<file path="src/rtl/fp_sort_ctrl_if.sv">
// Stream bundle for fp_sort_ctrl.
// Input side: in_valid/in_ready/in_data plus the per-block sort order (desc).
// Output side: out_valid/out_ready/out_data/out_last.
// The slave modport is the sorter; the master modport is the surrounding environment.
interface fp_sort_ctrl_if;
    logic        in_valid;
    logic        in_ready;
    logic [31:0] in_data;
    logic        desc;
    logic        out_valid;
    logic        out_ready;
    logic [31:0] out_data;
    logic        out_last;

    modport master (
        output in_valid, in_data, desc, out_ready,
        input  in_ready, out_valid, out_data, out_last
    );

    modport slave (
        input  in_valid, in_data, desc, out_ready,
        output in_ready, out_valid, out_data, out_last
    );
endinterface

</file>
<file path="src/rtl/fp_sort_ctrl.sv">
// Block sorter for IEEE 754 single-precision words using a single shared comparator.
// LOAD streams DEPTH words into a buffer, SORT runs (DEPTH-1) full bubble passes with one
// compare-and-swap per cycle, OUT streams the ordered block back out.
// Ports:
//   clk      - rising-edge clock
//   rst_n    - asynchronous active-low reset, aborts any block in flight
//   bus      - slave side of fp_sort_ctrl_if (input stream, desc, output stream)
//   busy     - high while sorting or streaming out
//   swap_cnt - swaps performed in the current/last block, saturating
module fp_sort_ctrl #(
    parameter int unsigned DEPTH = 8,
    parameter int unsigned CW    = 16
) (
    input  logic          clk,
    input  logic          rst_n,
    fp_sort_ctrl_if.slave bus,
    output logic          busy,
    output logic [CW-1:0] swap_cnt
);

    localparam int unsigned IW = $clog2(DEPTH);
    localparam logic [IW-1:0] LastIdx  = IW'(DEPTH - 1);
    localparam logic [IW-1:0] LastPair = IW'(DEPTH - 2);

    // StPresent is the tail of the sort phase: it loads the first output word once the
    // buffer has settled after the final compare-and-swap.
    typedef enum logic [1:0] {
        StLoad,
        StSort,
        StPresent,
        StOut
    } state_e;

    state_e          state_q, state_d;
    logic [IW-1:0]   wr_idx_q, wr_idx_d;
    logic [IW-1:0]   pass_q, pass_d;
    logic [IW-1:0]   pair_q, pair_d;
    logic [IW-1:0]   rd_idx_q, rd_idx_d;
    logic            in_ready_q, in_ready_d;
    logic            out_valid_q, out_valid_d;
    logic            out_last_q, out_last_d;
    logic [31:0]     out_data_q, out_data_d;
    logic            desc_q, desc_d;
    logic [CW-1:0]   swap_cnt_q, swap_cnt_d;
    logic [31:0]     buf_q [DEPTH];

    logic            in_fire;
    logic            do_swap;
    logic [31:0]     cmp_lo;
    logic [31:0]     cmp_hi;

    // Total order on raw bit patterns: sign first, then magnitude (reversed when negative).
    function automatic logic fp_gt(input logic [31:0] a, input logic [31:0] b);
        logic r;
        if (a[31] != b[31]) begin
            r = ~a[31];
        end else if (!a[31]) begin
            r = a[30:0] > b[30:0];
        end else begin
            r = a[30:0] < b[30:0];
        end
        return r;
    endfunction

    assign cmp_lo  = buf_q[pair_q];
    assign cmp_hi  = buf_q[pair_q + IW'(1)];
    assign in_fire = (state_q == StLoad) && in_ready_q && bus.in_valid;
    // Strict comparison in both orders keeps equal keys in place.
    assign do_swap = (state_q == StSort) &&
                     (desc_q ? fp_gt(cmp_hi, cmp_lo) : fp_gt(cmp_lo, cmp_hi));

    always_comb begin
        state_d     = state_q;
        wr_idx_d    = wr_idx_q;
        pass_d      = pass_q;
        pair_d      = pair_q;
        rd_idx_d    = rd_idx_q;
        in_ready_d  = in_ready_q;
        out_valid_d = out_valid_q;
        out_last_d  = out_last_q;
        out_data_d  = out_data_q;
        desc_d      = desc_q;
        swap_cnt_d  = swap_cnt_q;

        case (state_q)
            StLoad: begin
                // Also raises in_ready on the first edge after reset release.
                in_ready_d = 1'b1;
                if (in_fire) begin
                    wr_idx_d = wr_idx_q + IW'(1);
                    if (wr_idx_q == '0) begin
                        desc_d     = bus.desc;
                        swap_cnt_d = '0;
                    end
                    if (wr_idx_q == LastIdx) begin
                        wr_idx_d   = '0;
                        in_ready_d = 1'b0;
                        state_d    = StSort;
                    end
                end
            end
            StSort: begin
                if (do_swap && (swap_cnt_q != {CW{1'b1}})) begin
                    swap_cnt_d = swap_cnt_q + CW'(1);
                end
                if (pair_q == LastPair) begin
                    pair_d = '0;
                    if (pass_q == LastPair) begin
                        pass_d  = '0;
                        state_d = StPresent;
                    end else begin
                        pass_d = pass_q + IW'(1);
                    end
                end else begin
                    pair_d = pair_q + IW'(1);
                end
            end
            StPresent: begin
                state_d     = StOut;
                out_valid_d = 1'b1;
                out_data_d  = buf_q[0];
                out_last_d  = 1'b0;
                rd_idx_d    = '0;
            end
            StOut: begin
                if (out_valid_q && bus.out_ready) begin
                    if (rd_idx_q == LastIdx) begin
                        out_valid_d = 1'b0;
                        out_last_d  = 1'b0;
                        rd_idx_d    = '0;
                        in_ready_d  = 1'b1;
                        state_d     = StLoad;
                    end else begin
                        rd_idx_d   = rd_idx_q + IW'(1);
                        out_data_d = buf_q[rd_idx_q + IW'(1)];
                        out_last_d = (rd_idx_q + IW'(1)) == LastIdx;
                    end
                end
            end
            default: begin
                state_d = StLoad;
            end
        endcase
    end

    always_ff @(posedge clk or negedge rst_n) begin
        if (!rst_n) begin
            state_q     <= StLoad;
            wr_idx_q    <= '0;
            pass_q      <= '0;
            pair_q      <= '0;
            rd_idx_q    <= '0;
            in_ready_q  <= 1'b0;
            out_valid_q <= 1'b0;
            out_last_q  <= 1'b0;
            out_data_q  <= '0;
            desc_q      <= 1'b0;
            swap_cnt_q  <= '0;
        end else begin
            state_q     <= state_d;
            wr_idx_q    <= wr_idx_d;
            pass_q      <= pass_d;
            pair_q      <= pair_d;
            rd_idx_q    <= rd_idx_d;
            in_ready_q  <= in_ready_d;
            out_valid_q <= out_valid_d;
            out_last_q  <= out_last_d;
            out_data_q  <= out_data_d;
            desc_q      <= desc_d;
            swap_cnt_q  <= swap_cnt_d;
        end
    end

    // Buffer contents are meaningless after reset, so no reset here.
    always_ff @(posedge clk) begin
        if (in_fire) begin
            buf_q[wr_idx_q] <= bus.in_data;
        end else if (do_swap) begin
            buf_q[pair_q]          <= cmp_hi;
            buf_q[pair_q + IW'(1)] <= cmp_lo;
        end
    end

    assign bus.in_ready  = in_ready_q;
    assign bus.out_valid = out_valid_q;
    assign bus.out_data  = out_data_q;
    assign bus.out_last  = out_last_q;
    assign busy          = (state_q != StLoad);
    assign swap_cnt      = swap_cnt_q;

endmodule

</file>
<file path="src/flat_wrapper.sv">
// flat-port wrapper written by rule: the top's interface ports become plain ports
module fp_sort_ctrl_flat 
#(
    parameter int unsigned DEPTH = 8,
    parameter int unsigned CW    = 16
)
  (clk, rst_n, busy, swap_cnt, bus_in_valid, bus_in_data, bus_desc, bus_out_ready, bus_in_ready, bus_out_valid, bus_out_data, bus_out_last);
  fp_sort_ctrl_if bus_i ();
  input  logic clk;
  input  logic rst_n;
  output logic busy;
  output logic [CW-1:0] swap_cnt;
  input wire logic [$bits(bus_i.in_valid)-1:0] bus_in_valid;
  input wire logic [$bits(bus_i.in_data)-1:0] bus_in_data;
  input wire logic [$bits(bus_i.desc)-1:0] bus_desc;
  input wire logic [$bits(bus_i.out_ready)-1:0] bus_out_ready;
  output wire logic [$bits(bus_i.in_ready)-1:0] bus_in_ready;
  output wire logic [$bits(bus_i.out_valid)-1:0] bus_out_valid;
  output wire logic [$bits(bus_i.out_data)-1:0] bus_out_data;
  output wire logic [$bits(bus_i.out_last)-1:0] bus_out_last;
  assign bus_i.in_valid = bus_in_valid;
  assign bus_i.in_data = bus_in_data;
  assign bus_i.desc = bus_desc;
  assign bus_i.out_ready = bus_out_ready;
  assign bus_in_ready = bus_i.in_ready;
  assign bus_out_valid = bus_i.out_valid;
  assign bus_out_data = bus_i.out_data;
  assign bus_out_last = bus_i.out_last;
  fp_sort_ctrl #(.DEPTH(DEPTH), .CW(CW)) u_core (.clk(clk), .rst_n(rst_n), .bus(bus_i), .busy(busy), .swap_cnt(swap_cnt));
endmodule
</file>
<file path="config.mk">
export PLATFORM = sky130hd
export DESIGN_NAME = fp_sort_ctrl_flat
export DESIGN_NICKNAME = d
export VERILOG_FILES = /design/src/rtl/fp_sort_ctrl_if.sv /design/src/rtl/fp_sort_ctrl.sv /design/src/flat_wrapper.sv
export SDC_FILE = /design/constraint.sdc
export NUM_CORES = 1
export LEC_CHECK = 0
export CAP_MARGIN = 15
export CORE_MARGIN = 5
export CORE_UTILIZATION = 39
export CTS_CLUSTER_DIAMETER = 50
export DETAILED_ROUTE_END_ITERATION = 8
export HOLD_SLACK_MARGIN = 0.15
export SYNTH_ARGS = -nofsm -noshare
export SYNTH_HDL_FRONTEND = slang
export SYNTH_SLANG_ARGS = --single-unit
</file>
<file path="constraint.sdc">
create_clock -name clk -period 16.2 [get_ports clk]
set_input_delay 3.24 -clock clk [delete_from_list [all_inputs] [get_ports clk]]
set_output_delay 3.24 -clock clk [all_outputs]
set_load 0.01 [all_outputs]
</file>
; ---- After elaboration in Yosys (flattened, before gate mapping)
; Memories as Yosys holds them, arrays and structs flattened.
; Index checks and enable logic that the tools add are counted.
[classes]
mux = 44
n_addsub = 5
n_lt_le_gt_ge = 4
n_eq_ne = 20
n_bitwise = 2
reduce_logical = 21
[op_table]
columns = cell, count
row1 = $mux W32, 3
row2 = $pmux W32 S2, 1
row3 = $gt A31 B31 Y1, 2
row4 = $lt A31 B31 Y1, 2
row5 = $mux W16, 3
row6 = $pmux W16 S2, 1
row7 = $reduce_or A32 Y1, 1
row8 = $mux W1, 19
row9 = $mux W3, 6
row10 = $add A16 B1 Y16 const B, 1
row11 = $ne A16 B16 Y1 const B, 1
row12 = $eq A3 B3 Y1 const B, 5
row13 = $add A3 B1 Y3 const B, 4
row14 = $mux W2, 6
row15 = $ne A2 B2 Y1 const B, 6
row16 = $reduce_and A3 Y1, 4
row17 = $pmux W2 S4, 1
row18 = $reduce_bool A2 Y1, 4
row19 = $ne A2 B1 Y1 const B, 3
row20 = $pmux W1 S2, 3
row21 = $pmux W3 S2, 1
row22 = $reduce_and A2 Y1, 3
row23 = $reduce_and A6 Y1, 1
row24 = $logic_and A1 B1 Y1, 5
row25 = other kinds (7), 10
[totals]
output_inout_bits = 52
reg_bits = 66
wordCells = 108
mem_bits_rw = 256
input_bits = 37
mem_count = 1
[memory_table]
columns = memory, depth, word_bits, read_ports, rd_ports_with_merged_regs, wr, line
row1 = u_core.buf_q, 8, 32, 4, 0, 2, fp_sort_ctrl.sv:45  ; logic [31:0] buf_q [DEPTH];

; ---- Logic depth before layout (Yosys ltp)
; Gate-level depths: netlist (run 1).
; An unclocked memory read counts as a cell.
[logic_depth]
word_depth = 12
mapped_depth = 22
ltp_nobuf = 16

; ---- Least setup slack after synthesis (run 1)
; No wires, ideal clock.
[synth_timing]
path_type = register to register
startpoint = register u_core.pair_q[0]
endpoint = memory u_core.buf_q[4][0] (enable)
arrival_ps = 6542
stages_incl_launch_ff = 21
required_ps = 15772
synth_period_minus_slack_ps = 6970
setup_ps = 428
path_slack_ps = 9230
path_buffers = 7
cell_sequence = dfrtp_1 > clkbuf_1 > inv_2 > buf_1 > ha_1 > buf_2 > inv_2 > buf_1 > clkbuf_1 > mux2i_1 > ha_1 > a21oi_1 > o21ai_0 > a221oi_1 > a21oi_1 > or3_4 > nor3_4 > buf_6 > buf_8 > mux2_2 > o21bai_1
[synth_rtl]
columns = item, line
row1 = start: declaration, fp_sort_ctrl.sv:37  ; logic [IW-1:0] pair_q, pair_d;
row2 = start signal: assignment, fp_sort_ctrl.sv:163  ; pair_q <= pair_d;
row3 = end: declaration, fp_sort_ctrl.sv:45

==> results of run 1 <==
[worst min path at each step]
stage	startpoint	endpoint	slack, ns	cells past startpoint
3_5_place_dp	u_core.bus.out_data[22]	u_core.bus.out_data[22]	0.48	2
4_1_cts	u_core.bus.out_data[22]	u_core.bus.out_data[22]	0.49	2
6_report	u_core.bus.out_data[22]	u_core.bus.out_data[22]	0.48	2
3_3_place_gp	u_core.bus.out_data[25]	u_core.bus.out_data[25]	0.47	2
2_1_floorplan	u_core.pass_q[2]	u_core.pass_q[2]	0.49	1
5_1_grt	u_core.bus.out_data[22]	u_core.bus.out_data[22]	0.51	2
[cell type report]
cell class | count | area, um^2 | area share, %
multi-input combinational | 997 | 10900 | 45.4
sequential | 322 | 9350 | 38.9
clock buffer | 50 | 1190 | 4.93
timing repair buffer | 116 | 1090 | 4.52
tap | 696 | 871 | 3.62
clock inverter | 33 | 364 | 1.51
inverter | 72 | 273 | 1.13
[per-layer routing]
layer	vias up	wire [um]	track usage [%]
met1	7246	25100	27.0
li1	6049	-	-
met2	549	30200	34.8
met4	0	1580	5.76
met3	86	3730	3.08
met5	-	0	0
[worst reg2reg max path, delay by kind of cell, from the launching register on]
kind	cells	cell delay, ns
adders and majority gates	2	0.77
buffers and inverters	5	3.17
and+or+nand+nor	6	1.99
DFF	1	0.65
xor gates and xnor gates	1	0.63
AOI/OAI and AO/OA	6	1.84
[power groups by stage]
stage	combinational (mW)	clock, mW	sequential, mW
floorplan	0.0849	0	1.06
global placement	0.139	0	1.08
detailed placement	0.141	0	1.09
CTS	0.142	1.06	1.07
global route	0.151	1.09	1.08
finish	0.141	1.03	1.08
[through the flow]
step                      area (um^2)  utilization (%)
after global placement          22500             42.0
after CTS                       24100             44.9
after detailed placement        22500             42.0
final                           24100             44.9
after floorplan                 21000                -
after global routing            24100             44.9
[sequential cells by signal, indices dropped and copies added (netlist names), 2 cells and up]
register and count:
u_core.buf_q 256, u_core.state_q 2, u_core.wr_idx_q 3, u_core.rd_idx_q 3, u_core.pair_q 3, u_core.bus.out_data 32
u_core.pass_q 3, u_core.swap_cnt 16
[cells in the final DEF, fill, tap and decap left out, drive strengths merged, types with 3 or more instances in the layout]
master and instances:
nand2b 3, and2 4, nand4 5, dfrtp 66, ha 44, clkbuf 50
nor3 13, a21o 5, o21bai 6, nand3 19, clkinv 20, nor2 29
nand2 106, buf 29, o21ai 84, a31o 4, bufinv 6, and3 13
a22o 3, o31ai 5, a211oi 7, a31oi 4, mux2 17, clkdlybuf4s50 87
a21oi 18, mux2i 387, nand3b 3, xnor2 8, mux4 184, inv 77
nor4 5, edfxtp 256
[kinds of logic after synthesis]
| family | share of synthesized area, % |
|---|---|
| xor gates and xnor gates | 0.417 |
| and+or+nand+nor | 4.78 |
| DFF | 44.5 |
| buffers and inverters | 4.15 |
| adders and majority gates | 2.62 |
| AOI/OAI and AO/OA | 4.14 |
| muxes | 39.4 |
==> results.py, run 1 <==
metrics = {
    "sta": {
        "slew_headroom_pct": 24.3,
        "skew_ns": 0.0238,
        "fin_crit_sh_pct": 57.8,
        "finalHoldViolCount": 0,
        "hold-worst-slack_ns": 0.477,
        "fmax_mhz": 107,
        "worst_pin_slew_ns": 1.14,
        "period_needed_ns": 9.37,
        "rsz0062_at_grt": "false",
        "finalSetupViolCount": 0,
        "slew_violations": 0,
        "timing.final.ws_setup_ns": 6.83,
        "setup_tns_ns": 0,
    },
    "power_and_ir_drop": {
        "pwr-share-seq_pct": 47.8,
        "total_power_mw": 2.25,
        "ir_worst_vdd_mv": 0.0627,
        "leakage_nw": 7.99,
        "pwr-share-comb_pct": 6.3,
        "p_int_mw": 1.71,
        "p_sw_share_pct": 24.0,
        "netSwitchingPower_mw": 0.539,
        "cellPowerDensity_nw_per_um2": 93.5,
        "p_clk_share_pct": 46.0,
    },
    "place": {
        "post-place-ws_ns": 6.84,
        "hpwlAfterDp_mm": 36.8,
        "placed_cells": 2203,
        "io_buffers": 88,
        "gp_congestion": 0.831,
    },
    "cts": {
        "cts_tree": "built",
        "cts_setup_buffers": 0,
        "clkTransAtPathRegs_ns": 0.06,
        "htreeDepth": 2,
        "clockBufferDepth": 3,
        "root_buffer": "clkbuf_16",
        "cts-resized-gates": 0,
        "cts_buffers": 45,
        "cts_hold_buf": 0,
        "cts.sinks": 322,
        "clkLatencyLatePin_ns": 0.58,
    },
    "synth": {
        "synth_flop_cell": "edfxtp_1",
        "synth_most_common_cell": "mux2i_1",
        "synth_edf_count": 256,
        "ys_warn_count": 0,
        "syn_area_um2": 21000,
        "synth-async-reset-ratio_pct": 20.5,
        "syn-instance-count": 1503,
        "yosysUniqueCellTypes": 63,
        "avgSynthCellArea_um2": 14.0,
        "synthTopCellsByArea": "edfxtp_1 37%, mux4_2 20%, mux2i_1 18%, dfrtp_1 7.9%, ha_1 2.6%",
        "synth_area_leader_cell": "edfxtp_1",
        "synth_nets": 1584,
        "synth_top_area_share_pct": 36.6,
        "synth_common_cells": "376 x mux2i_1, 256 x edfxtp_1, 183 x mux4_2",
        "yosysSeqAreaShare_pct": 44.5,
        "synth_seq_cells": 322,
    },
    "grt": {
        "grt_overflow": 0,
        "grt_max_degree": 75,
        "grt.total_usage_pct": 20.3,
        "antenna_found_initial": 0,
        "grt_pass1_vias": 14300,
        "grt_pass1_wl_mm": 91.9,
    },
    "critical_path": {
        "critPathCaptureType": "flip-flop",
        "startpoint": "u_core.pair_q[0]",
        "path_delay_family": "buffers and inverters",
        "rr_worst_depth": 20,
        "critPathKind": "flip-flop to flip-flop",
        "r2r-start": "u_core.pair_q[0]",
        "crit_chain": "buf_4, ha_1, xor2_4, buf_4, nor2_1, nand2_1, o21ai_1, a211oi_1, ha_1, nand2_1, o21ai_0, a221oi_1, a21oi_1, or3_4, nor3_4, buf_4, and3_2, buf_4, o21bai_4, buf_4",
        "cp.arrival_ns": 9.61,
        "regToRegSetupSlack_ns": 6.83,
        "cp.depth": 20,
        "cp_max_fo": 45,
        "path_buf_inv": 5,
        "cp_slowest_cell": "buf_4",
        "worstSetupEndpoint": "u_core.buf_q[6][23]",
        "max_stage_delay_ns": 0.72,
        "critPathLaunchType": "flip-flop",
        "cpMostUsedCell": "buf_4",
        "reg2reg_to": "u_core.buf_q[6][23]",
        "crit_required_ns": 16.44,
    },
    "routing": {
        "ant_nets": 0,
        "drtIter0Drc": 1176,
        "vias_per_cell": 6.09,
        "dr.pass1.iters": 7,
        "num_vias": 13900,
        "avgRoutedWirePerCell_um": 26.5,
        "drcViolationCount": 0,
        "routed_wl_mm": 60.6,
    },
    "die": {
        "num_rows": 85,
        "die_h_um": 242,
        "io_pins": 89,
        "initial_core_util_pct": 39.1,
        "core-area_um2": 53600,
        "dieArea_um2": 58500,
        "dieWidth_um": 242,
    },
    "run": {
        "max_cap_violations": 0,
    },
    "min_path": {
        "hp-class": "flip-flop to flip-flop",
    },
    "status": {
        "status": "finished clean",
    },
    "final_layout": {
        "fin_nets": 1635,
        "syn2layout_area_growth_pct": 14.7,
        "nFillCells": 4794,
        "drive_gt1_share_pct": 23.6,
        "finalNonFillerCells": 2286,
        "diodes": 0,
    },
}
Power figures use the tool's default switching activity.
==> inputs of run 2 (changes only) <==
==> constraint.sdc (replaced) <==
create_clock -name clk -period 8.8 [get_ports clk]
set_input_delay 1.76 -clock clk [delete_from_list [all_inputs] [get_ports clk]]
set_output_delay 1.76 -clock clk [all_outputs]
set_load 0.01 [all_outputs]
==> run 2 against run 1 <==
Utilization increased by 0.068 points; via count is 1.0% higher; final cell count up 0.48%; wire length rose by 4.5%; hold slack improved by 0.0032 ns; maximum frequency is 28% higher.
==> results.py, run 2 (synthesis gave the netlist of run 1 again) <==
metrics = {
    "power_and_ir_drop": {
        "total_power_mw": 4.07,
        "ir_worst_vdd_mv": 0.140,
        "cellPowerDensity_nw_per_um2": 169,
        "leakage_nw": 8.02,
    },
    "grt": {
        "grt_pass1_vias": 14800,
        "grt_max_degree": 75,
        "grt_overflow": 0,
        "grt_pass1_wl_mm": 95.9,
        "grt.total_usage_pct": 21.3,
        "antenna_found_initial": 0,
    },
    "sta": {
        "setup_tns_ns": 0,
        "fmax_mhz": 136,
        "skew_ns": 0.0336,
        "worst_pin_slew_ns": 1.15,
        "hold-worst-slack_ns": 0.480,
        "slew_headroom_pct": 23.0,
        "finalSetupViolCount": 0,
        "period_needed_ns": 7.34,
        "rsz0062_at_grt": "false",
        "fin_crit_sh_pct": 83.4,
        "finalHoldViolCount": 0,
        "slew_violations": 0,
    },
    "die": {
        "dieWidth_um": 242,
        "initial_core_util_pct": 39.1,
        "num_rows": 85,
        "core-area_um2": 53600,
        "io_pins": 89,
        "dieArea_um2": 58500,
        "die_h_um": 242,
    },
    "cts": {
        "cts.sinks": 322,
        "root_buffer": "clkbuf_16",
        "cts_buffers": 45,
        "clockBufferDepth": 3,
        "cts_setup_buffers": 0,
        "htreeDepth": 2,
        "clkTransAtPathRegs_ns": 0.06,
        "cts-resized-gates": 0,
        "clkLatencyLatePin_ns": 0.59,
        "cts_hold_buf": 0,
        "cts_tree": "built",
    },
    "critical_path": {
        "cp.arrival_ns": 7.60,
        "rr_worst_depth": 15,
        "critPathLaunchType": "flip-flop",
        "cp_max_fo": 47,
        "critPathCaptureType": "flip-flop",
        "regToRegSetupSlack_ns": 1.46,
        "critPathKind": "flip-flop to flip-flop",
        "crit_required_ns": 9.07,
    },
    "final_layout": {
        "largest_reg_flops": 256,
        "mostFrequentLayoutCell": "mux2i_1",
        "final_cell_mix": "376 x mux2i_1, 256 x edfxtp_1, 183 x mux4_2, 106 x nand2_1, 87 x clkdlybuf4s50_1",
        "diodes": 0,
        "fin_nets": 1646,
        "nFillCells": 4814,
        "largest_register": "u_core.buf_q",
        "syn2layout_area_growth_pct": 14.8,
        "drive_gt1_share_pct": 24.1,
    },
    "min_path": {
        "hp-class": "flip-flop to flip-flop",
        "hold_depth": 2,
    },
    "routing": {
        "num_vias": 14100,
        "drcViolationCount": 0,
        "drtIter0Drc": 1238,
        "routed_wl_mm": 63.3,
        "avgRoutedWirePerCell_um": 27.6,
        "vias_per_cell": 6.13,
        "dr.pass1.iters": 6,
        "ant_nets": 0,
    },
    "run": {
        "max_cap_violations": 0,
    },
    "place": {
        "io_buffers": 88,
        "hpwlAfterDp_mm": 37.8,
        "gp_congestion": 0.857,
    },
    "status": {
        "status": "finished clean",
    },
}
==> run 2: cell count changes in the layout (fill, tap and decap cells not counted), moves of 2 or more <==
cell / delta
buf_4: +10
bufinv_16: -3
clkbuf_1: +3
clkbuf_8: +3
clkinv_1: -2
clkinv_4: -3
==> run 2: final cells by class <==
cell class | instances | area [um^2] | area share, %
Clock buffer | 55 | 1210 | 5.04
Clock inverter | 28 | 268 | 1.11
Inverter | 72 | 273 | 1.13
Multi-Input combinational cell | 997 | 10900 | 45.4
Sequential cell | 322 | 9350 | 38.8
Tap cell | 696 | 871 | 3.61
Timing Repair Buffer | 127 | 1180 | 4.91
==> run 2: worst max-delay path, cell delays in order, from the launching register on <==
cell and delay (ns):
dfrtp_2 0.82, buf_4 0.77, mux4_2 0.40, mux2i_1 0.69, inv_2 0.05, ha_1 0.34
a21oi_1 0.14, o21ai_0 0.20, a221oi_1 0.58, a2bb2oi_1 0.15, nor3_2 0.84, nor3_4 0.11
buf_4 0.31, mux2i_1 0.36, o21ai_4 0.84, buf_4 0.35
==> run 2: layer usage <==
layer | global-route usage, % | share of wire, % | wire length, um
met2 | 35.8 | 49 | 30900
met1 | 28.8 | 42 | 26900
met3 | 3.33 | 5.8 | 3700
met5 | 0 | 0 | 0
met4 | 6.13 | 2.8 | 1790
==> run 2: path summary, 6_finish.rpt <==
path                                           endpoint                     from
worst max-delay path                 u_core.buf_q[7][4]         u_core.pair_q[1]
worst min-delay path            u_core.bus.out_data[23]  u_core.bus.out_data[23]
worst max register to register       u_core.buf_q[7][4]         u_core.pair_q[1]
worst min register to register  u_core.bus.out_data[23]  u_core.bus.out_data[23]
max in group asynchronous              u_core.pair_q[0]                    rst_n
min in group asynchronous       u_core.bus.out_data[23]                    rst_n
==> run 2: through the flow <==
stage	std cells	area (um^2)	worst slack (ns)	util, %
after floorplan	1503	21000	1.83	-
after global placement	2214	22600	1.77	42.2
after detailed placement	2214	22600	1.56	42.2
after CTS	2297	24100	1.53	45.0
after global routing	2297	24100	1.25	45.0
final	2297	24100	1.46	45.0
==> run 2: power by group <==
part	switching, mW	internal [mW]	total [mW]	leakage [nW]
Clock	0.749	1.08	1.83	0.724
Sequential	0.151	1.83	1.98	2.99
Combinational	0.0959	0.164	0.260	4.30
